==> src/rtl/trap_pkg.sv <==
// Shared definitions for the machine-mode trap controller:
// CSR addresses, mstatus bit positions, cause codes, the decoder
// cause encoding and the controller FSM states.
package trap_pkg;

    // Trap CSR addresses
    localparam logic [11:0] CSR_MSTATUS = 12'h300;
    localparam logic [11:0] CSR_MIE     = 12'h304;
    localparam logic [11:0] CSR_MTVEC   = 12'h305;
    localparam logic [11:0] CSR_MEPC    = 12'h341;
    localparam logic [11:0] CSR_MCAUSE  = 12'h342;
    localparam logic [11:0] CSR_MIP     = 12'h344;

    // Writable mstatus fields
    localparam int unsigned MSTATUS_MIE_BIT  = 3;
    localparam int unsigned MSTATUS_MPIE_BIT = 7;

    // mcause codes; external IRQ i reports code IRQ_CODE_BASE + i
    localparam int unsigned CAUSE_ILLEGAL_INSTR = 2;
    localparam int unsigned CAUSE_ECALL_M       = 11;
    localparam int unsigned IRQ_CODE_BASE       = 16;

    // Decoder cause encoding on int_cause
    typedef enum logic [1:0] {
        CAUSE_NONE    = 2'b00,
        CAUSE_ILLEGAL = 2'b01,
        CAUSE_ECALL   = 2'b10,
        CAUSE_RSVD    = 2'b11
    } int_cause_e;

    // Controller states
    typedef enum logic {
        ST_RUN      = 1'b0,
        ST_REDIRECT = 1'b1
    } trap_state_e;

    // Index width for an n-entry encoder; at least one bit
    function automatic int unsigned idx_width(input int unsigned n);
        return (n > 1) ? $clog2(n) : 1;
    endfunction

endpackage

==> src/rtl/trap_unit_irq_prio_enc.sv <==
// Lowest-index-wins priority encoder over the enabled pending interrupts.
// Ports:
//   req     - request vector (mip & mie, one bit per channel)
//   valid_c - any request set
//   idx_c   - index of the lowest set request (0 when none)
module irq_prio_enc
    import trap_pkg::*;
#(
    parameter int unsigned N = 4,
    localparam int unsigned IW = idx_width(N)
) (
    input  logic [N-1:0]  req,
    output logic          valid_c,
    output logic [IW-1:0] idx_c
);

    // Scan from the top so the lowest set index is the last one written
    always_comb begin
        valid_c = 1'b0;
        idx_c   = '0;
        for (int i = int'(N) - 1; i >= 0; i--) begin
            if (req[i]) begin
                valid_c = 1'b1;
                idx_c   = IW'(i);
            end
        end
    end

endmodule

==> src/rtl/trap_unit.sv <==
// Machine-mode trap controller: edge-latched external interrupts,
// decoder exceptions, mret, and the trap CSRs (mstatus, mie, mip,
// mtvec, mepc, mcause). Issues a registered one-cycle PC redirect.
// Optional feature macro: TRAP_VECTORED_EN (honour mtvec vectored mode
// for interrupts; when undefined mtvec[1:0] is read-only 0).
// Ports:
//   clk, rst_n          - clock, async active-low reset
//   instr_valid         - an instruction retires this cycle
//   int_cause           - decoder cause (none/illegal/ecall/reserved)
//   mret                - retiring instruction is mret
//   pc, pc_next         - PC of retiring instruction and its fall-through
//   irq                 - external interrupt lines, active high
//   csr_we/addr/wdata   - CSR write port (qualified by instr_valid)
//   csr_rdata           - combinational CSR read of csr_addr
//   redirect            - one-cycle flush + load redirect_pc
//   redirect_pc         - redirect target
module trap_unit
    import trap_pkg::*;
#(
    parameter int unsigned     NUM_IRQ   = 4,
    parameter int unsigned     XLEN      = 32,
    parameter logic [XLEN-1:0] MTVEC_RST = '0
) (
    input  logic               clk,
    input  logic               rst_n,
    input  logic               instr_valid,
    input  logic [1:0]         int_cause,
    input  logic               mret,
    input  logic [XLEN-1:0]    pc,
    input  logic [XLEN-1:0]    pc_next,
    input  logic [NUM_IRQ-1:0] irq,
    input  logic               csr_we,
    input  logic [11:0]        csr_addr,
    input  logic [XLEN-1:0]    csr_wdata,
    output logic [XLEN-1:0]    csr_rdata,
    output logic               redirect,
    output logic [XLEN-1:0]    redirect_pc
);

    localparam int unsigned IW     = idx_width(NUM_IRQ);
    localparam int unsigned IRQ_LO = IRQ_CODE_BASE;

    trap_state_e        state_q, state_d;
    logic [NUM_IRQ-1:0] mie_q, mip_q, mip_d, irq_q;
    logic               mstatus_mie_q, mstatus_mpie_q;
    logic [XLEN-3:0]    mtvec_base_q, mepc_q, pcn_q;
    logic [XLEN-1:0]    mcause_q;
`ifdef TRAP_VECTORED_EN
    logic [1:0]         mtvec_mode_q;
`endif

    int_cause_e         cause_c;
    logic [NUM_IRQ-1:0] pending_c, irq_edge_c;
    logic               irq_any_c;
    logic [IW-1:0]      irq_idx_c;
    logic               take_exc_c, take_mret_c, take_irq_c, take_any_c, csr_wr_c;
    logic [XLEN-1:0]    mtvec_base_c, mtvec_rd_c, irq_code_c, irq_cause_c, exc_cause_c;
    logic [XLEN-1:0]    target_c;
    logic               unused_c;

    assign cause_c      = int_cause_e'(int_cause);
    assign pending_c    = mip_q & mie_q;
    assign irq_edge_c   = irq & ~irq_q;
    assign mtvec_base_c = {mtvec_base_q, 2'b00};
`ifdef TRAP_VECTORED_EN
    assign mtvec_rd_c   = {mtvec_base_q, mtvec_mode_q};
`else
    assign mtvec_rd_c   = mtvec_base_c;
`endif
    assign irq_code_c   = XLEN'(IRQ_CODE_BASE) + XLEN'(irq_idx_c);
    assign irq_cause_c  = {1'b1, irq_code_c[XLEN-2:0]};
    assign exc_cause_c  = (cause_c == CAUSE_ECALL) ? XLEN'(CAUSE_ECALL_M)
                                                   : XLEN'(CAUSE_ILLEGAL_INSTR);
    assign take_any_c   = take_exc_c | take_mret_c | take_irq_c;
    // Low PC bits never reach architectural state
    assign unused_c     = ^{pc[1:0], pc_next[1:0]};

    irq_prio_enc #(.N(NUM_IRQ)) u_prio (
        .req     (pending_c),
        .valid_c (irq_any_c),
        .idx_c   (irq_idx_c)
    );

    // State register
    always_ff @(posedge clk or negedge rst_n) begin
        if (!rst_n) state_q <= ST_RUN;
        else        state_q <= state_d;
    end

    // Next state: any taken event spends exactly one cycle in REDIRECT
    always_comb begin
        state_d = ST_RUN;
        if (state_q == ST_RUN && take_any_c) state_d = ST_REDIRECT;
    end

    // Event arbitration and redirect target
    always_comb begin
        take_exc_c  = 1'b0;
        take_mret_c = 1'b0;
        take_irq_c  = 1'b0;
        csr_wr_c    = 1'b0;
        target_c    = mtvec_base_c;
        if (state_q == ST_RUN) begin
            if (instr_valid && cause_c != CAUSE_NONE) take_exc_c  = 1'b1;
            else if (instr_valid && mret)             take_mret_c = 1'b1;
            else if (mstatus_mie_q && irq_any_c)      take_irq_c  = 1'b1;
            else if (instr_valid && csr_we)           csr_wr_c    = 1'b1;
        end
        if (take_mret_c) target_c = {mepc_q, 2'b00};
`ifdef TRAP_VECTORED_EN
        else if (take_irq_c && mtvec_mode_q == 2'd1)
            target_c = mtvec_base_c + (irq_code_c << 2);
`endif
    end

    // Registered redirect outputs
    always_ff @(posedge clk or negedge rst_n) begin
        if (!rst_n) begin
            redirect    <= 1'b0;
            redirect_pc <= '0;
        end else begin
            redirect <= take_any_c;
            if (take_any_c) redirect_pc <= target_c;
        end
    end

    // Pending bits: taken/software clears first, a fresh edge wins
    always_comb begin
        mip_d = mip_q;
        if (take_irq_c) mip_d[irq_idx_c] = 1'b0;
        if (csr_wr_c && csr_addr == CSR_MIP) mip_d = mip_d & csr_wdata[IRQ_LO +: NUM_IRQ];
        mip_d = mip_d | irq_edge_c;
    end

    // Trap CSRs, edge detectors and last fall-through PC
    always_ff @(posedge clk or negedge rst_n) begin
        if (!rst_n) begin
            mstatus_mie_q  <= 1'b0;
            mstatus_mpie_q <= 1'b0;
            mie_q          <= '0;
            mip_q          <= '0;
            irq_q          <= '0;
            mtvec_base_q   <= MTVEC_RST[XLEN-1:2];
`ifdef TRAP_VECTORED_EN
            mtvec_mode_q   <= MTVEC_RST[1:0];
`endif
            mepc_q         <= '0;
            mcause_q       <= '0;
            pcn_q          <= '0;
        end else begin
            mip_q <= mip_d;
            irq_q <= irq;
            if (state_q == ST_RUN && instr_valid) pcn_q <= pc_next[XLEN-1:2];
            if (take_exc_c || take_irq_c) begin
                mstatus_mpie_q <= mstatus_mie_q;
                mstatus_mie_q  <= 1'b0;
                mcause_q       <= take_exc_c ? exc_cause_c : irq_cause_c;
                if (take_exc_c)       mepc_q <= pc[XLEN-1:2];
                else if (instr_valid) mepc_q <= pc_next[XLEN-1:2];
                else                  mepc_q <= pcn_q;
            end else if (take_mret_c) begin
                mstatus_mie_q  <= mstatus_mpie_q;
                mstatus_mpie_q <= 1'b1;
            end else if (csr_wr_c) begin
                case (csr_addr)
                    CSR_MSTATUS: begin
                        mstatus_mie_q  <= csr_wdata[MSTATUS_MIE_BIT];
                        mstatus_mpie_q <= csr_wdata[MSTATUS_MPIE_BIT];
                    end
                    CSR_MIE:    mie_q <= csr_wdata[IRQ_LO +: NUM_IRQ];
                    CSR_MTVEC: begin
                        mtvec_base_q <= csr_wdata[XLEN-1:2];
`ifdef TRAP_VECTORED_EN
                        mtvec_mode_q <= csr_wdata[1:0];
`endif
                    end
                    CSR_MEPC:   mepc_q   <= csr_wdata[XLEN-1:2];
                    CSR_MCAUSE: mcause_q <= csr_wdata;
                    default: ;
                endcase
            end
        end
    end

    // Combinational CSR read; unmapped addresses read 0
    always_comb begin
        csr_rdata = '0;
        case (csr_addr)
            CSR_MSTATUS: begin
                csr_rdata[MSTATUS_MIE_BIT]  = mstatus_mie_q;
                csr_rdata[MSTATUS_MPIE_BIT] = mstatus_mpie_q;
            end
            CSR_MIE:    csr_rdata[IRQ_LO +: NUM_IRQ] = mie_q;
            CSR_MIP:    csr_rdata[IRQ_LO +: NUM_IRQ] = mip_q;
            CSR_MTVEC:  csr_rdata = mtvec_rd_c;
            CSR_MEPC:   csr_rdata = {mepc_q, 2'b00};
            CSR_MCAUSE: csr_rdata = mcause_q;
            default: ;
        endcase
    end

endmodule

==> config.mk <==
export PLATFORM = sky130hd
export DESIGN_NAME = trap_unit
export DESIGN_NICKNAME = d
export VERILOG_FILES = /design/src/rtl/trap_pkg.sv /design/src/rtl/trap_unit_irq_prio_enc.sv /design/src/rtl/trap_unit.sv
export SDC_FILE = /design/constraint.sdc
export NUM_CORES = 1
export LEC_CHECK = 0
export BUFFER_PORTS_ARGS = -buffer_cell sky130_fd_sc_hd__buf_2
export CORE_ASPECT_RATIO = 0.6
export CORE_UTILIZATION = 30
export DETAILED_ROUTE_END_ITERATION = 12
export GPL_TIMING_DRIVEN = 1
export SYNTH_ARGS = -nofsm -noshare
export SYNTH_HDL_FRONTEND = slang
export SYNTH_SLANG_ARGS = --single-unit
==> constraint.sdc <==
create_clock -name clk -period 7.26 [get_ports clk]
set_clock_uncertainty 0.05 [all_clocks]
set_input_delay 1.452 -clock clk [delete_from_list [all_inputs] [get_ports clk]]
set_output_delay 1.452 -clock clk [all_outputs]
set_load 0.1 [all_outputs]
=== After elaboration in Yosys (flattened, before gate mapping) ===
Cells that the tools add are included.

* Input port bits: 119
* Output and inout bits: 65
* Register bits after elaboration: 170
* Logic and storage cells: 110

* Reduce and logical (&&, ||, !) cells: 20
* Equality and inequality tests: 8
* Mux-type cells: 55
* Order comparisons: 2
* Add/sub/neg operators: 1
* Bitwise logic cells: 12

{| class="wikitable"
|+ Operators with widths
! operator !! count
|-
| 32-bit 2-to-1 mux || 6
|-
| 30-bit 2-to-1 mux || 6
|-
| 12-bit by 10-bit == test with 1-bit output, second input constant || 6
|-
| 12-bit case mux with 3 select lines || 1
|-
| 1-bit 2-to-1 mux || 28
|-
| 8-bit case mux with 3 select lines || 1
|-
| 4-bit case mux with 5 select lines || 1
|-
| 3-bit case mux with 3 select lines || 2
|-
| 4-bit AND || 4
|-
| 4-bit 2-to-1 mux || 3
|-
| 1-bit logical AND || 8
|-
| 2-bit 2-to-1 mux || 4
|-
| 4-bit inverter || 2
|-
| 1-bit case mux with 4 select lines || 2
|-
| 4-bit AND reduction || 2
|-
| 2-bit nonzero test || 4
|-
| 5-bit by 2-bit adder with 6-bit output, first input constant || 1
|-
| 3-bit AND reduction || 2
|-
| 3-bit nonzero test || 2
|-
| 4-bit OR || 1
|-
| 2-bit by 3-bit < comparator with 1-bit output, second input constant || 1
|-
| 1-bit inverter || 3
|-
| 1-bit demux with 2-bit select || 1
|-
| 2-bit == test, second input constant || 1
|-
| 5 further kinds || 6
|}

=== Longest topological paths before layout ===
* Word-level depth: 15
* Depth in mapped cells: 9
* Depth with buffers taken out: 5

=== Cells and area by module ===
From an unflattened synthesis, not the netlist that was laid out.

* Cell total of the unflattened synthesis: 907
* Area, all modules: 8723.4 sq um

{| class="wikitable"
|+ By module, submodules not included
! module !! cells each !! times used !! area an instance (sq um) !! seq. area each (sq um)
|-
| trap_unit || 900 || 1 || 8688.3 || 4204.0
|-
| irq_prio_enc || 7 || 1 || 35.0 || 0.0
|}

=== Worst setup path before layout ===
No wires, ideal clock.

* Path kind: input port to output port
* Start point: in csr_addr[5]
* End point: out csr_rdata[14]
* Stages: 7
* Path slack: 1.898 ns
* Arrival: 3.860 ns
* Data required time: 5.758 ns
* Buffers on the path: 2
* Cells stage by stage: or4b_4 > or4_1 > buf_4 > nor2_8 > buf_1 > a22oi_1 > nand2_1

* Cells in the longest elaborated chain, start to end: 2
* Elaborated cells between the ends (all ways): 4
* Those cells by class: eq/ne (3); mux (1)

{| class="wikitable"
|+ RTL lines
! element !! line !! source
|-
| start, declared || trap_unit.sv:33 || <nowiki>input logic [11:0] csr_addr,</nowiki>
|-
| 12-bit by 10-bit == test with 1-bit output || trap_unit.sv:188 || <nowiki>case (csr_addr)</nowiki>
|-
| 8-bit case mux with 3 select lines (*) || trap_unit.sv:188 ||
|-
| end, declared || trap_unit.sv:35 || <nowiki>output logic [XLEN-1:0] csr_rdata,</nowiki>
|}

Every way passes the cells marked *; elsewhere a longest branch is shown, timed or not.

=== Worst setup path in the final report ===
* Start point: in csr_addr[11]
* End point: out csr_rdata[31]

* Cells in the longest elaborated chain, start to end: 2
* Elaborated cells between the ends (all ways): 4
* Those cells by class: eq/ne (3); mux (1)

{| class="wikitable"
|+ RTL lines
! element !! line
|-
| 12-bit by 10-bit == test with 1-bit output || trap_unit.sv:188
|-
| 12-bit case mux with 3 select lines (*) || trap_unit.sv:188
|}

Marks and branches as above.

==> impl_metrics.py <==
metrics = {
    "status": {
        "status": "finished, final reports clean",
    },
    "logic_synthesis": {
        "synth_ff_type": "dfrtp_1",
        "synth-seq-area-share_pct": 51.0,
        "synthSimpleGateAreaFrac_pct": 12.6,
        "syn_area_per_cell_um2": 10.4,
        "syn_area_um2": 8240,
        "synth_mux_area_share_pct": 18.9,
        "synth_compound_area_share_pct": 13.5,
        "synthArstFlopShare_pct": 100,
        "synth_xor_area_share_pct": 0,
        "ys_ff_latch": 168,
        "synthAdderAreaFrac_pct": 0,
        "synth_edf_count": 0,
        "yosys_warnings": 0,
        "syn_inst": 795,
        "ys_types": 44,
        "synth_top_family_by_area": "multiplexers",
    },
    "route": {
        "routed_wl_um": 26000,
        "drc": 0,
        "viasPerCell": 5.14,
        "drtIter0Drc": 557,
        "wl_per_cell_um": 19.6,
        "drtPass1Iterations": 7,
        "ant_nets": 0,
        "num_vias": 6808,
    },
    "clocking": {
        "ctsLongestPathBuffers": 2,
        "hold_buffers": 0,
        "numCtsBuffers": 17,
        "clock_latency_ps": 440,
        "cts.sinks": 168,
        "clk_pin_slew_worst_paths_ps": 70,
        "cts_tree": "built",
        "post-cts-setup-buffers": 0,
        "htreeDepth": 4,
        "cts_root_buffer": "clkbuf_16",
        "post_cts_resized": 0,
    },
    "timing": {
        "finalHoldViolCount": 0,
        "tightest_slew_ps": 957,
        "fin_crit_ps": 5850,
        "drv_slew": 0,
        "relSlewSlack_pct": 36.2,
        "fmax_mhz": 171,
        "setup_viol": 0,
        "setup_tns_ps": 0,
        "fin_crit_sh_pct": 80.5,
        "rsz0062_at_grt": "no",
        "holdWs_ps": 378,
    },
    "critical_path": {
        "critPathBufInv": 5,
        "required_ps": 5760,
        "crit_slowest_cell": "or4b_1",
        "path_cells": "buf_2 -> or4b_1 -> nor4_1 -> buf_4 -> and2_1 -> buf_4 -> a222oi_1 -> inv_1 -> buf_2",
        "cp-end-kind": "output pin",
        "cpPeakStageDelay_ps": 660,
        "worstPathArrival_ps": 4340,
        "ff2ff_setup_slack_ps": 4280,
        "critPathKind": "in -> out",
        "crit_path_max_fanout": 17,
        "crit_family": "simple AND/OR/NAND/NOR gates",
        "critPathLaunchType": "input pin",
    },
    "floorplanning": {
        "core-area_um2": 26700,
        "initial_core_util_pct": 30.8,
        "die_h_um": 130,
        "ios": 184,
        "rows": 46,
        "die-area_um2": 28100,
        "die_w_um": 216,
    },
    "placed_design": {
        "gp_congestion": 0.844,
        "portBuffers": 177,
        "dp_hpwl_um": 17300,
    },
    "finish": {
        "layout-area-overhead-vs-synth_pct": 22.1,
        "n_antenna_cell": 0,
        "drive_gt1_share_pct": 34.5,
        "nFillCells": 2713,
        "multiInputGateArea_um2": 3740,
        "nets": 1071,
        "seq_area_um2": 4200,
    },
    "global_route": {
        "grt_use_total_pct": 18.9,
        "antenna_found_initial": 2,
        "grt_max_degree": 102,
        "grt_pass1_vias": 6664,
        "overflow": 0,
        "grt_pass1_wl_um": 39800,
    },
    "power": {
        "seqPwrFrac_pct": 44.6,
        "p_clk_share_pct": 38.3,
        "finalPower_mw": 2.40,
        "power.leakage_nw": 4.99,
        "switching_share_pct": 32.1,
        "pwr-share-comb_pct": 17.1,
        "ir_worst_vdd_v": 0.000131,
        "power.density_nw_per_um2": 238,
        "power.switching_mw": 0.770,
        "power.internal_mw": 1.63,
    },
    "min_path": {
        "hold_class": "reg -> reg",
    },
    "flow_run": {
        "max_cap_viol_count": 0,
    },
}
registers in the layout, indices dropped and copies added, names as in the netlist:
register and cells:
mcause_q 32, mepc_q 30, mtvec_base_q 30, pcn_q 30, redirect_pc 30, irq_q 4
mie_q 4, mip_q 4, mstatus_mie_q 1, mstatus_mpie_q 1, redirect 1, state_q 1
power groups by stage:
| stage | sequential (mW) | clock (mW) | combinational [mW] |
|---|---|---|---|
| finish | 1.07 | 0.918 | 0.410 |
| global route | 1.08 | 0.982 | 0.441 |
| CTS | 1.07 | 0.943 | 0.413 |
| detailed placement | 1.09 | 0 | 0.412 |
| global placement | 1.08 | 0 | 0.406 |
| floorplan | 1.21 | 0 | 0.153 |
through the flow:
stage	std cells	setup WS [ps]	utilization [%]	area (um2)
floorplan	796	1900	-	8240
global placement	1293	1480	35.5	9480
detailed placement	1293	1440	35.5	9480
CTS	1325	1430	37.7	10100
global route	1325	1220	37.7	10100
finish	1325	1410	37.7	10100
worst reg2reg max path: stages (launching register included):
cell	delay, ps
dfrtp_1	430
a22o_1	340
o211ai_1	280
buf_4	310
and2_2	480
buf_4	560
a221oi_1	140
a221o_1	280
final cells by class:
cell class                      instances  area share (%)
Inverter                               18           0.672
Multi-Input combinational cell        554            37.2
Tap cell                              360            4.48
Clock inverter                         15            1.59
Sequential cell                       168            41.8
Timing Repair Buffer                  193            10.1
Clock buffer                           17            4.23
layout by cell type (no fill, tap or decap), types with 3 or more instances in the layout:
cell type  instances
a22o_1             3
and3_1             3
a21oi_1           60
clkinv_4           5
dfrtp_1          168
o21ai_0            4
a31oi_1           31
a222oi_1           7
o31ai_1            3
nor3_1             5
clkbuf_16         17
nor2b_1            3
or2_2              4
buf_2            176
o22ai_1           36
nor4_1             3
inv_1             18
mux2_4            30
and2_1             3
mux2_2            65
mux2i_1           37
nand3_1            5
nand2_1          163
inv_6              5
buf_4             16
a22oi_1           24
nor2_1            37
worst paths after layout:
kind,cells past startpoint,to,startpoint
max,9,csr_rdata[31],csr_addr[11]
min,1,mip_q[1],irq_q[1]
max reg2reg,7,mcause_q[0],mie_q[0]
min reg2reg,1,mip_q[1],irq_q[1]
max in group asynchronous,2,mcause_q[6],rst_n
min in group asynchronous,1,redirect_pc[9],rst_n
synth_stat cells (all sizes together), types with 2 or more instances:
| library cell | count | share of area (%) |
|---|---|---|
| nand3 | 6 | 0.36 |
| nor4 | 3 | 0.23 |
| a221o | 2 | 0.24 |
| mux2i | 37 | 4.5 |
| a31oi | 31 | 2.4 |
| nor2 | 38 | 1.9 |
| or4b | 2 | 0.29 |
| or4 | 2 | 0.18 |
| o31ai | 3 | 0.27 |
| buf | 21 | 1.5 |
| o2bb2ai | 2 | 0.21 |
| nand2 | 165 | 7.5 |
| nand4 | 2 | 0.15 |
| a22oi | 24 | 2.2 |
| or2 | 4 | 0.30 |
| a21oi | 60 | 3.6 |
| o22ai | 36 | 2.7 |
| nor2b | 4 | 0.30 |
| dfrtp | 168 | 51 |
| clkbuf | 35 | 1.6 |
| and3 | 3 | 0.23 |
| a22o | 3 | 0.32 |
| nand2b | 2 | 0.15 |
| inv | 18 | 0.82 |
| and2 | 4 | 0.30 |
| mux2 | 95 | 14 |
| o21ai | 6 | 0.36 |
| nor3 | 6 | 0.43 |
| a222oi | 7 | 0.85 |
logic make-up after synthesis:
group / Yosys count
flops: 168
simple gates: 243
mux: 132
other cells: 1
compound gates: 177
buf+inv: 74
routing by layer:
metal | share of wire [%] | vias up | track usage (%)
li1 | - | 3139 | -
met1 | 50 | 3399 | 27.9
met2 | 42 | 244 | 27.2
met3 | 6.8 | 22 | 5.06
met4 | 0.88 | 4 | 4.23
met5 | 0.10 | - | 0
(Power assumes the default switching activity.)
